**config.mk**
```make
export PLATFORM = sky130hd
export DESIGN_NAME = d_shift_reg
export DESIGN_NICKNAME = d
export VERILOG_FILES = /design/src/rtl/d_shift_pkg.sv /design/src/rtl/d_ff_en.sv /design/src/rtl/d_shift_reg.sv
export SDC_FILE = /design/constraint.sdc
export NUM_CORES = 1
export LEC_CHECK = 0
export BUFFER_PORTS_ARGS = -buffer_cell sky130_fd_sc_hd__buf_2
export CAP_MARGIN = 10
export CORE_MARGIN = 5
export CORE_UTILIZATION = 48
export CTS_BUF_LIST = sky130_fd_sc_hd__clkbuf_8
export CTS_CLUSTER_DIAMETER = 50
export DETAILED_ROUTE_END_ITERATION = 6
export PLACE_DENSITY = 0.84
export SLEW_MARGIN = 5
export SYNTH_ARGS = -nofsm -noshare
export SYNTH_HDL_FRONTEND = slang
export SYNTH_SLANG_ARGS = --single-unit
```
**constraint.sdc**
```tcl
create_clock -name clk -period 1.43 [get_ports clk]
set_input_delay 0.0715 -clock clk [delete_from_list [all_inputs] [get_ports clk]]
set_output_delay 0.0715 -clock clk [all_outputs]
set_load 0.01 [all_outputs]
```
**src/rtl/d_shift_pkg.sv**
```systemverilog
// Shared operation encodings for the d_shift_reg register family.
package d_shift_pkg;

  typedef logic [2:0] mode_t;

  localparam mode_t MODE_HOLD = 3'b000;
  localparam mode_t MODE_LOAD = 3'b001;
  localparam mode_t MODE_SHL  = 3'b010;
  localparam mode_t MODE_SHR  = 3'b011;
  localparam mode_t MODE_ROL  = 3'b100;
  localparam mode_t MODE_ROR  = 3'b101;
  localparam mode_t MODE_CLR  = 3'b110;
  localparam mode_t MODE_RSV  = 3'b111;

endpackage

```
**src/rtl/d_ff_en.sv**
```systemverilog
// Single-bit D flop with synchronous active-high reset, clock enable and
// true/complement outputs.
module d_ff_en #(
  parameter logic RST_VAL = 1'b0
) (
  input  logic clk,
  input  logic rst,
  input  logic en,
  input  logic d,
  output logic q,
  output logic qb
);

  always_ff @(posedge clk) begin
    if (rst)
      q <= RST_VAL;
    else if (en)
      q <= d;
  end

  assign qb = ~q;

endmodule

```
**src/rtl/d_shift_reg.sv**
```systemverilog
// WIDTH-bit mode-selected shift/rotate/load register with a saturating
// shift counter, usable as a parallel-to-serial converter.
module d_shift_reg
  import d_shift_pkg::*;
#(
  parameter int               WIDTH   = 8,
  parameter logic [WIDTH-1:0] RST_VAL = {WIDTH{1'b0}},
  parameter int               CNT_W   = $clog2(WIDTH + 1)
) (
  input  logic             clk,
  input  logic             Rst,
  input  logic             en,
  input  logic [2:0]       mode,
  input  logic [WIDTH-1:0] D,
  input  logic             sin_lsb,
  input  logic             sin_msb,
  output logic [WIDTH-1:0] Q,
  output logic [WIDTH-1:0] Qb,
  output logic             sout_msb,
  output logic             sout_lsb,
  output logic [CNT_W-1:0] cnt,
  output logic             drained
);

  localparam logic [CNT_W-1:0] CNT_MAX = CNT_W'(WIDTH);

  logic [WIDTH-1:0] q_p0;
  logic [WIDTH-1:0] qb_p0;
  logic [WIDTH-1:0] q_nxt;
  logic [WIDTH-1:0] shl_v;
  logic [WIDTH-1:0] shr_v;
  logic [WIDTH-1:0] rol_v;
  logic [WIDTH-1:0] ror_v;
  logic [CNT_W-1:0] cnt_p0;

  function automatic logic [CNT_W-1:0] sat_inc(input logic [CNT_W-1:0] c);
    return (c == CNT_MAX) ? c : c + CNT_W'(1);
  endfunction

  // Neighbour taps per bit; edge bits take the serial input or the wrapped bit.
  for (genvar i = 0; i < WIDTH; i++) begin : g_bit
    if (i == 0) begin : g_lo
      assign shl_v[i] = sin_lsb;
      assign rol_v[i] = q_p0[WIDTH-1];
    end else begin : g_lo_n
      assign shl_v[i] = q_p0[i-1];
      assign rol_v[i] = q_p0[i-1];
    end

    if (i == WIDTH - 1) begin : g_hi
      assign shr_v[i] = sin_msb;
      assign ror_v[i] = q_p0[0];
    end else begin : g_hi_n
      assign shr_v[i] = q_p0[i+1];
      assign ror_v[i] = q_p0[i+1];
    end

    d_ff_en #(
      .RST_VAL(RST_VAL[i])
    ) u_ff (
      .clk(clk),
      .rst(Rst),
      .en (en),
      .d  (q_nxt[i]),
      .q  (q_p0[i]),
      .qb (qb_p0[i])
    );
  end

  always_comb begin
    q_nxt = q_p0;
    case (mode)
      MODE_LOAD:           q_nxt = D;
      MODE_SHL:            q_nxt = shl_v;
      MODE_SHR:            q_nxt = shr_v;
      MODE_ROL:            q_nxt = rol_v;
      MODE_ROR:            q_nxt = ror_v;
      MODE_CLR:            q_nxt = '0;
      MODE_HOLD, MODE_RSV: q_nxt = q_p0;
      default:             q_nxt = q_p0;
    endcase
  end

  // Register stage: shift counter, cleared by load/clear and by reset.
  always_ff @(posedge clk) begin
    if (Rst) begin
      cnt_p0 <= '0;
    end else if (en) begin
      case (mode)
        MODE_LOAD, MODE_CLR: cnt_p0 <= '0;
        MODE_SHL, MODE_SHR:  cnt_p0 <= sat_inc(cnt_p0);
        default:             cnt_p0 <= cnt_p0;
      endcase
    end
  end

  assign Q        = q_p0;
  assign Qb       = qb_p0;
  assign sout_msb = q_p0[WIDTH-1];
  assign sout_lsb = q_p0[0];
  assign cnt      = cnt_p0;
  assign drained  = (cnt_p0 == CNT_MAX);

endmodule

```
# Yosys cells after proc, flatten, opt, wreduce, memory -nomap -nowiden
# Index checks and enable logic that the tools add are counted.
# Widths: inputs -> output; s select.
# op_classes
n_addsub	1
eq_ne	9
muxes	3
n_bitwise	9
n_reduce_logical	7
# op_table
cell	n
$pmux 8 s6	1
$eq 3x3->1 const B	4
$not 1->1	9
$pmux 4 s2	1
$eq 3x2->1 const B	2
$reduce_or 2->1	3
$add 4x1->4 const B	1
$eq 4x4->1 const B	1
$mux 4	1
$eq 3x1->1 const B	1
$logic_not 3->1	1
$reduce_and 3->1	1
$ne 2x2->1 const B	1
$reduce_and 2->1	1
$reduce_bool 2->1	1
# totals
regBits	12
inputBits	16
out_inout_bits	23
elab_cells	38

# Logic depth before layout (Yosys ltp)
# logic_depth
word_depth	4
depth_mapped	7
ltp_nobuf	7

# Modules after synthesis
# From an unflattened synthesis, not the netlist that was laid out.
# unflattened
cells_unflattened	145
area_unflattened_um2	1102.3
# by_module_without_submodules
module	instances	cells_per_inst	area_per_inst_um2	seq_area_each_um2
d_shift_reg	1	113	802.0	80.1
d_ff_en	8	4	37.5	20.0

# Least setup slack after synthesis
# Ideal clock, no wire load.
# synth_path
path_kind	reg2reg
startpoint	reg cnt_p0[0] (netlist: cnt[0])
endpoint	reg cnt_p0[0] (netlist: cnt[0])
setup_ns	0.078
arrival_ns	1.233
required_time_ns	1.352
slack_ns	0.119
stages_incl_launch_ff	8
path_buffers	0
synth_period_minus_slack_ns	1.311
cell_sequence	dfxtp_1 -> inv_1 -> ha_1 -> nand3b_1 -> inv_1 -> nor2_1 -> nor2_1 -> nor3_1
# synth_between
elab_chain_cells	3
word_cells_on_any_way	6
cone_classes	add/sub: 1; eq/ne: 2; mux: 2; reduce/logical: 1
# synth_rtl
element	line_no	rtl
from (decl)	d_shift_reg.sv:34	logic [CNT_W-1:0] cnt_p0;
from (signal assigned)	d_shift_reg.sv:91	MODE_SHL, MODE_SHR: cnt_p0 <= sat_inc(cnt_p0);
from (signal assigned)	d_shift_reg.sv:92	default: cnt_p0 <= cnt_p0;
$eq 4x4->1	-	
via drained	d_shift_reg.sv:22	output logic drained
$ne 2x2->1 (no line)	-	
$reduce_and 3->1 (no line)	-	
# The timed path passes the listed nets, and every way through them passes these cells. The select of a mux whose other input is x is not followed.
# A chain may end at the register's enable or synchronous reset.

# Final worst setup path
# layout_path
startpoint	reg cnt_p0[1] (netlist: cnt[1])
endpoint	out drained
# layout_between
elab_chain_cells	1
# layout_rtl
element	line_no	rtl
$eq 4x4->1	d_shift_reg.sv:102	assign drained = (cnt_p0 == CNT_MAX);
to (decl)	d_shift_reg.sv:22	
# Every way passes these cells.

==> summary.md <==
| Metric | Value |
|---|---|
| Top post-synthesis cells by area | dfxtp_1 27%, buf_4 13%, nor2_1 7.5%, mux2i_1 6.7%, a21oi_1 6.1% |
| Status | finished, final reports clean |
| GR Overflow Total | 0 |
| Top cell type's share of synthesized area | 0.267 |
| Post-synth top area cell | dfxtp_1 |
| Routed len/inst | around 12 um |
| Post-synth top cells | 18 x nor2_1, 16 x buf_4, 12 x dfxtp_1, 12 x inv_1, 11 x a21oi_1 |
| Clock buffer depth | 2 |
| Clock-pin transition on the worst setup and hold timing paths | 0.06 ns |
| Initial antenna violation count | 0 |
| GRT Total Usage | 0.159 |
| Worst-skew pair later-pin latency | approximately 0.24 ns |
| Hpwl dp | 1.53 mm |
| FMAX | around 0.75 GHz |
| Worst Path Required | about 1.4 ns |
| 1st-iter DRT viols | 16 |
| Final setup fails | 0 |
| # diodes | 0 |
| RD Place Congestion | 0.765 |
| Crit share post-route | 0.931 |
| P&R area growth vs syn | 16.1% |
| VDD IR max | around 560 uV |
| Adder-cell area share of the yosys netlist | 0.0278 |
| Sequential share of the synthesized area | 0.267 |
| Drt pass-1 iters | 4 |
| Cells after Synth | ~120 |
| Max H-tree Level | 1 |
| Slew Viols, Final | 0 |
| Starting density of the core | 0.515 |
| PostCTS Resize Cnt | 0 |
| Syn. warnings | 0 |
| Post-Synth Simple-Gate Area | 0.195 |
| Post-synthesis async set-or-reset flop share | 0 |
| Final Hold Viols | 0 |
| Clk sinks | 12 |
| RSZ-0062 raised after global routing | false |
| Fin util | 0.599 |
| Setup total negative slack | 0 ns |
| Worst-path fanout max | 6 |
| Post-CTS Hold Buffers | 0 |
| Core area | 1750 um^2 |
| Vias in the first global route | between 700 and 800 |
| Static leakage | 0.505 nW |
| Mux contribution to synthesized area | 0.0668 |
| First-pass GRT wire length | approximately 3.3 mm |
| Site Rows | 15 |
| Syn Area/Cell | 7.43 um^2 |
| CTS Buf Count | 3 |
| Post-route ant nets | 0 |
| Setup crit start kind | register |
| Fin crit period | about 1.3 ns |
| Synth unique cells | 28 |
| Synth Register Bits | 12 |
| Final WL | 2.10 mm |
| Pwr/cell area | roughly 950 nW/um^2 |
| Largest family of logic cells by synthesized area | buffers and inverters |
| Setup Fix Bufs, Post-CTS | 0 |
| CTS tree | done |
| Routed vias/inst | 5.12 |
| Share of layout cells above drive strength 1 | 0.317 |
| Most common cell in the netlist | nor2_1 |
| Max-cap violations | 0 |
| Nets@finish | roughly 160 |
| Final worst clock skew | 0.00215 ns |
| Syn Std Cell Area | 900 um^2 |
| CP Capture Type | output port |
| Compound-Gate Fraction of Synth Area | 0.204 |
| Post-synth EDFFs | 0 |
| Worst Max-Slew Pin Slew | 0.567 ns |
| Largest net degree at the start of global routing | 18 |
| IO Pins | 39 |
| Hold WC Path Type | input pin to register |
| Die boundary width | about 53 um |
| I/O Buffers | 38 |
| Drc violations | 0 |
| Kind of critical path | register to output port |
| Via count | 871 |
| Ys flop type | dfxtp_1 |
| Die Y | about 53 um |
| Full die area | 2840 um^2 |
| Worst rel slew slack | 0.622 |
| Xor/xnor share of the synthesized area | 0.00974 |
| Synthesized net count | 139 |
| Clock root cell | clkbuf_8 |
| WP data arrival | 1.26 ns |
## worst max-delay path: stages, from the launching register on
cell and delay [ns]:
dfxtp_1 0.41, inv_1 0.06, ha_1 0.18, nand3b_1 0.15, inv_1 0.07, buf_2 0.14
## flip-flops by register name, summed over array words and instances, names as in the netlist
name          cells
cnt               4
g_bit.u_ff.q      8
## cells in the final DEF (no fill, tap or decap), drive strengths merged
cell     n
a211oi   6
a21oi   11
a221o    1
a31oi    1
a41o     1
and3     1
buf     42
clkbuf   4
dfxtp   12
ha       2
inv     12
mux2i    6
nand2    3
nand2b   4
nand3    3
nand3b   3
nand4    1
nor2    18
nor3     3
o2111a   1
o211ai   1
o21ai    6
o221ai   1
or3      1
xnor2    1
## report_power, final
part	total (W)	leakage (nW)	switching (W)	internal, W
sequential	0.000380	0.0984	0.0000243	0.000355
combinational	0.000230	0.378	0.000128	0.000102
clock	0.000379	0.0288	0.000135	0.000244
total	0.000989	0.505	0.000288	0.000701
## layer usage
metal  up-vias  track usage  wire (um)  part of all wire
li1        447            -          -                 -
met1       393        0.196        948              0.45
met2        26        0.263       1000              0.48
met3         5       0.0366        120             0.057
met4         0       0.0638         33             0.016
met5         -            0          0                 0
## final timing paths
check         start         endpoint  slack [ns]  cells past startpoint
min reg2reg  cnt[3]           cnt[3]        0.50                      2
max reg2reg  cnt[1]           cnt[0]        0.15                      7
min            D[5]  g_bit[5].u_ff.q        0.16                      3
max          cnt[1]          drained         0.1                      5
## per-stage QoR
stage / hold slack [ns] / instance area (um^2) / setup WS, ns / power, W / std cells
5_1_grt: 0.173 / 1040 / 0.00610 / 0.00105 / 170
4_1_cts: 0.161 / 1040 / 0.0912 / 0.000995 / 170
3_3_place_gp: 0.404 / 990 / 0.116 / 0.000608 / 166
6_report: 0.163 / 1040 / 0.0988 / 0.000989 / 170
3_5_place_dp: 0.407 / 990 / 0.0894 / 0.000614 / 166
2_1_floorplan: 0.247 / 900 / 0.119 / 0.000575 / 121
## area by class of cell
cell class	instances	area, um^2
fillers	168	701
multi-input cells	75	453
flip-flops and latches	12	240
inverters	12	45.0
well taps	25	31.3
repair buffers	42	220
clock buffers	4	55.1
## cells by family (layout without fill, tap and decap cells)
| logic type | Yosys count | in the layout |
|---|---|---|
| AND/OR/NAND/NOR | 37 | 37 |
| adder cells (fa/ha/maj) | 2 | 2 |
| multiplexers | 6 | 6 |
| AO/OA/AOI/OAI | 29 | 29 |
| flip-flops | 12 | 12 |
| buffers and inverters | 34 | 58 |
| XOR/XNOR | 1 | 1 |
Power figures use the tool's default switching activity.
